**config.mk**
```make
export PLATFORM = sky130hd
export DESIGN_NAME = fco_align_monitor
export DESIGN_NICKNAME = d
export VERILOG_FILES = /design/src/rtl/fco_align_monitor.sv
export SDC_FILE = /design/constraint.sdc
export NUM_CORES = 1
export LEC_CHECK = 0
export ABC_AREA = 1
export CAP_MARGIN = 20
export CELL_PAD_IN_SITES_DETAIL_PLACEMENT = 2
export CELL_PAD_IN_SITES_GLOBAL_PLACEMENT = 2
export CORE_AREA = 3 3 74 76
export CTS_CLUSTER_SIZE = 8
export DETAILED_ROUTE_END_ITERATION = 8
export DIE_AREA = 0 0 77 79
export PLACE_DENSITY_LB_ADDON = 0.1
export SYNTH_ARGS = -nofsm -noshare
export SYNTH_HDL_FRONTEND = slang
export SYNTH_SLANG_ARGS = --single-unit
```
**constraint.sdc**
```tcl
create_clock -name dco_clk -period 2.8 [get_ports dco_clk]
set_clock_uncertainty 0.15 [all_clocks]
set_input_delay 0.28 -clock dco_clk [delete_from_list [all_inputs] [get_ports dco_clk]]
set_output_delay 0.28 -clock dco_clk [all_outputs]
set_load 0.01 [all_outputs]
```
**src/rtl/fco_align_monitor.sv**
```systemverilog
// Frame-clock (FCO) alignment monitor, DCO clock domain.
//
// Watches the sampled FCO marker for rising edges and checks that
// consecutive edges are exactly EXPECT_PERIOD+1 cycles apart. It declares
// lock after LOCK_COUNT consecutive good intervals. Every early or missing
// marker produces an error strobe and bumps a saturating error counter.
//
// Monitor state machine:
//   IDLE  : not armed. The first rising edge arms the monitor and starts
//           the gap measurement. It gives no pulse and no error.
//   ARMED : the gap counter runs. A rising edge with gap == EXPECT_PERIOD
//           is a good interval. A rising edge with a smaller gap is an
//           early marker; the monitor stays armed. Reaching EXPECT_PERIOD
//           without an edge is a missing or late marker; the monitor
//           disarms.
//
// Output timing: every output is registered. The outputs reflect the
// marker that was sampled at the same posedge.

module fco_align_monitor #(
  parameter int EXPECT_PERIOD = 8,
  parameter int LOCK_COUNT    = 3,
  parameter int ERR_W         = 16
) (
  input  logic             dco_clk,
  input  logic             rst_n,
  input  logic             fco_in,
  output logic             aligned,
  output logic             align_pulse,
  output logic             align_err_pulse,
  output logic [ERR_W-1:0] err_count
);

  // The gap counter must be able to hold EXPECT_PERIOD itself.
  localparam int GAP_W  = $clog2(EXPECT_PERIOD + 2);
  // The good counter saturates at LOCK_COUNT.
  localparam int GOOD_W = $clog2(LOCK_COUNT + 1);

  localparam logic [GAP_W-1:0]  GAP_TARGET = GAP_W'(EXPECT_PERIOD);
  localparam logic [GOOD_W-1:0] GOOD_MAX   = GOOD_W'(LOCK_COUNT);
  localparam logic [ERR_W-1:0]  ERR_MAX    = {ERR_W{1'b1}};

  typedef enum logic {
    ST_IDLE  = 1'b0,
    ST_ARMED = 1'b1
  } state_t;

  // Registered state.
  state_t            state_q;
  logic              fco_q;
  logic [GAP_W-1:0]  gap_q;
  logic [GOOD_W-1:0] good_q;

  // Next-state values.
  state_t            state_d;
  logic [GAP_W-1:0]  gap_d;
  logic [GOOD_W-1:0] good_d;
  logic              aligned_d;
  logic              align_pulse_d;
  logic              align_err_pulse_d;
  logic [ERR_W-1:0]  err_count_d;

  // Combinational helpers.
  logic              rise;
  logic              violation;
  logic [GOOD_W-1:0] good_inc;

  // A rising edge is fco high now and low in the previous cycle.
  // fco_q resets to 0, so a marker already high just after reset
  // counts as an edge.
  assign rise = fco_in & ~fco_q;

  // Saturating increment of the good-interval counter.
  assign good_inc = (good_q == GOOD_MAX) ? good_q : good_q + GOOD_W'(1);

  // Next-state and output decode; defaults hold state and keep strobes low.
  always_comb begin
    state_d           = state_q;
    gap_d             = gap_q;
    good_d            = good_q;
    aligned_d         = aligned;
    align_pulse_d     = 1'b0;
    align_err_pulse_d = 1'b0;
    err_count_d       = err_count;
    violation         = 1'b0;

    case (state_q)
      ST_IDLE: begin
        // Only the first marker is awaited; no timing is judged.
        if (rise) begin
          state_d = ST_ARMED;
          gap_d   = '0;
        end
      end

      ST_ARMED: begin
        if (rise) begin
          // Each edge restarts the measurement, good or not.
          gap_d = '0;
          if (gap_q == GAP_TARGET) begin
            align_pulse_d = 1'b1;
            good_d        = good_inc;
            if (good_inc == GOOD_MAX) begin
              aligned_d = 1'b1;
            end
          end else begin
            // Early marker: flag it but stay armed.
            violation = 1'b1;
          end
        end else if (gap_q == GAP_TARGET) begin
          // The expected edge did not arrive: flag it and wait to re-arm.
          // A late marker can therefore never show gap > EXPECT_PERIOD.
          violation = 1'b1;
          state_d   = ST_IDLE;
          gap_d     = '0;
        end else begin
          gap_d = gap_q + GAP_W'(1);
        end
      end

      default: begin
        state_d = ST_IDLE;
        gap_d   = '0;
      end
    endcase

    // Shared violation actions: drop lock, restart the good run and count.
    // The strobe still fires when the counter is saturated.
    if (violation) begin
      align_err_pulse_d = 1'b1;
      aligned_d         = 1'b0;
      good_d            = '0;
      if (err_count != ERR_MAX) begin
        err_count_d = err_count + ERR_W'(1);
      end
    end
  end

  // State register with synchronous active-low reset.
  always_ff @(posedge dco_clk) begin
    if (!rst_n) begin
      state_q         <= ST_IDLE;
      fco_q           <= 1'b0;
      gap_q           <= '0;
      good_q          <= '0;
      aligned         <= 1'b0;
      align_pulse     <= 1'b0;
      align_err_pulse <= 1'b0;
      err_count       <= '0;
    end else begin
      state_q         <= state_d;
      fco_q           <= fco_in;
      gap_q           <= gap_d;
      good_q          <= good_d;
      aligned         <= aligned_d;
      align_pulse     <= align_pulse_d;
      align_err_pulse <= align_err_pulse_d;
      err_count       <= err_count_d;
    end
  end

endmodule

```
==> results.yml <==
status:
  status: "complete, no violations"
drt:
  via_per_inst: 4.687
  num_vias: 1378
  drtIter0Drc: 12
  final_antenna_net_count: 0
  drc: 0
  dr.pass1.iters: 4
  wl_per_cell_um: 13.73
  wirelength_um: 4038
critical_path:
  cp-start-kind: "register"
  crit_required_ps: 2830
  cp-startpoint: "gap_q[0]$_SDFFE_PN0P_"
  crit_path_top_delay_cell: "dfxtp_1"
  crit_arrival_ps: 2270
  crit_chain: "inv_1 -> ha_1 -> nand2_1 -> nor2_1 -> ha_1 -> nor2_8 -> inv_4 -> nor2_4 -> nand3_1 -> nand2_1 -> nor2_1"
  crit_fanout: 15
  critPathKind: "reg2reg"
  critPathMaxStageDelay_ps: 390
  crit-reg2reg-launch: "gap_q[0]$_SDFFE_PN0P_"
  cp-end-kind: "register"
sta:
  rsz0062_at_grt: "false"
  min_period_ps: 2239
  slew_violations: 0
  period_share_pct: 79.95
  worst_pin_slew_ps: 494.9
  timing.final.ws_setup_ps: 561.3
  fmax_ghz: 0.4467
  hold_violations: 0
  tns_ps: 0
  slew-limit-headroom_pct: 66.75
  setup-violations-final: 0
clock_network:
  numCtsBuffers: 3
  insertion_delay_ps: 270
  cts_hold_buf: 0
  cts_tree: "yes"
  clock-sinks: 27
  root_buffer: "clkbuf_8"
  clk_path_buf_depth: 2
  h-tree-depth: 1
  cts_setup_buffers: 0
  cts.repair.resized: 0
  clkSlewWorstSetupHoldPaths_ps: 90
finish:
  fin_util_pct: 36.37
  fin_nets: 235
  diodes: 0
  area_delta_synth_final_pct: 23.75
  drive_gt1_share_pct: 7.489
global_route:
  grt_usage_pct: 14.64
  grt_max_degree: 16
  antenna_found_initial: 0
  grt_pass1_vias: 1536
  overflow: 0
  grt_pass1_wl_um: 7231
placement:
  dp.final_hpwl_um: 3247
  gp_congestion: 0.7194
  dp_slack_ps: 385.4
  numPortBuffers: 21
floorplan:
  ioPinCount: 22
  die_h_um: 79
  dieArea_mm2: 0.006083
  fp.dieW_um: 77
  floorplan.rows: 25
  start_util_pct: 29.39
  core_mm2: 0.004786
hold_path:
  hold_class: "reg2reg"
  hp-start: "good_q[0]$_SDFFE_PP0P_"
synth:
  netlist_area_mm2: 0.001406
  yosysUniqueCellTypes: 27
  synth_area_leaders: "dfxtp_1 38%, nand2_1 15%, nor2_1 8.8%"
  synth_cells: 203
  yosysTopAreaCell: "dfxtp_1"
  syn-num-nets: 210
  synth_seq_area_share_pct: 38.43
  postSynthAreaPerCell_um2: 6.928
  yosysTopAreaCellShare_pct: 38.43
  synth-seq-cells: 27
  yosysWarnings: 0
power:
  leakagePower_nw: 0.6311
  power_density_mw_per_mm2: 386.8
  ir_worst_vdd_mv: 0.1676
flow_run:
  maxCapViolations: 0
## layout make-up
cell class | count | area (um2)
multi-input combinational | 151 | 759.5
timing repair buffer | 23 | 225.2
fill | 572 | 3045
inverter | 22 | 86.33
clock buffer | 4 | 45.04
sequential | 27 | 540.5
tap | 67 | 83.83
## logic make-up after synthesis
kind of cell               count (synthesis)  share of synthesized area [%]
AOI/OAI and AO/OA                         24                          9.343
xor gates and xnor gates                   7                          4.360
adders and majority gates                  4                          3.559
buffers and inverters                     25                          7.561
DFF                                       27                          38.43
and+or+nand+nor                          116                          36.74
## flip-flops by register name, indices dropped and copies added, names as in the netlist
name,count
err_count,16
gap_q,4
good_q,2
align_err_pulse,1
align_pulse,1
aligned,1
fco_q,1
state_q,1
## power breakdown
group	switching, W	total, W	internal [W]
registers	0.00000525	0.000394	0.000388
clock network	0.000127	0.000229	0.000102
logic	0.0000331	0.0000502	0.0000171
total	0.000165	0.000673	0.000508
## metal layers
metal / wire length (um) / vias to the layer above / GRT usage, %
li1: - / 695 / -
met1: 1788 / 665 / 17.17
met2: 2120 / 13 / 27.79
met3: 73 / 5 / 1.814
met4: 55 / 0 / 4.270
met5: 0 / - / 0
## final timing paths
| path | endpoint | slack [ps] | cells after the start |
|---|---|---|---|
| max | err_count[15]$_SDFFE_PN0P_ | 560 | 11 |
| min | good_q[0]$_SDFFE_PP0P_ | 330 | 1 |
| max reg2reg | err_count[15]$_SDFFE_PN0P_ | 560 | 11 |
| min reg2reg | good_q[0]$_SDFFE_PP0P_ | 330 | 1 |
## cells in the final DEF, fill, tap and decap left out, types with 2 or more instances in the layout
| master | count |
|---|---|
| nand2_1 | 55 |
| nor2_1 | 33 |
| dfxtp_1 | 27 |
| clkdlybuf4s50_1 | 21 |
| inv_1 | 18 |
| a21oi_1 | 16 |
| nand3_1 | 12 |
| nor3_1 | 6 |
| xor2_1 | 4 |
| o21ai_0 | 4 |
| ha_1 | 4 |
| nor2_4 | 3 |
| xnor2_1 | 3 |
| clkbuf_8 | 3 |
| nand2_2 | 2 |
| a21oi_2 | 2 |
| nand4_1 | 2 |
| buf_4 | 2 |
## critical path: cells and delay by family, from the launching register on
family,cells,cell delay [ps]
and+or+nand+nor,7,870
adders and majority gates,2,580
buffers and inverters,2,140
DFF,1,390
## per-stage QoR
step	hold WS [ps]	instance area, um2	std cells	power (W)
3_3_place_gp	295.2	1695	290	0.0004498
2_1_floorplan	223.5	1406	203	0.0004352
3_5_place_dp	315.5	1695	290	0.0004547
4_1_cts	330.5	1740	294	0.0006880
6_report	328.3	1740	294	0.0006731
5_1_grt	367.7	1740	294	0.0007126
## cell usage after synthesis
cell type / number
dfxtp_1: 27
buf_6: 1
clkinv_1: 1
nor2_4: 3
inv_1: 18
nor2_1: 33
ha_1: 4
nand3_1: 12
a31oi_1: 1
buf_1: 1
inv_4: 1
xor2_1: 4
inv_2: 1
a211oi_1: 1
xnor2_1: 3
nand2_2: 2
nor3_1: 6
o21ai_0: 4
nor2_8: 1
nor4_1: 1
nand4_1: 2
a21oi_2: 2
a21oi_1: 16
clkinv_2: 1
nand2_1: 55
buf_2: 1
nand2_4: 1
No activity file was read; power rests on OpenSTA's default activity.
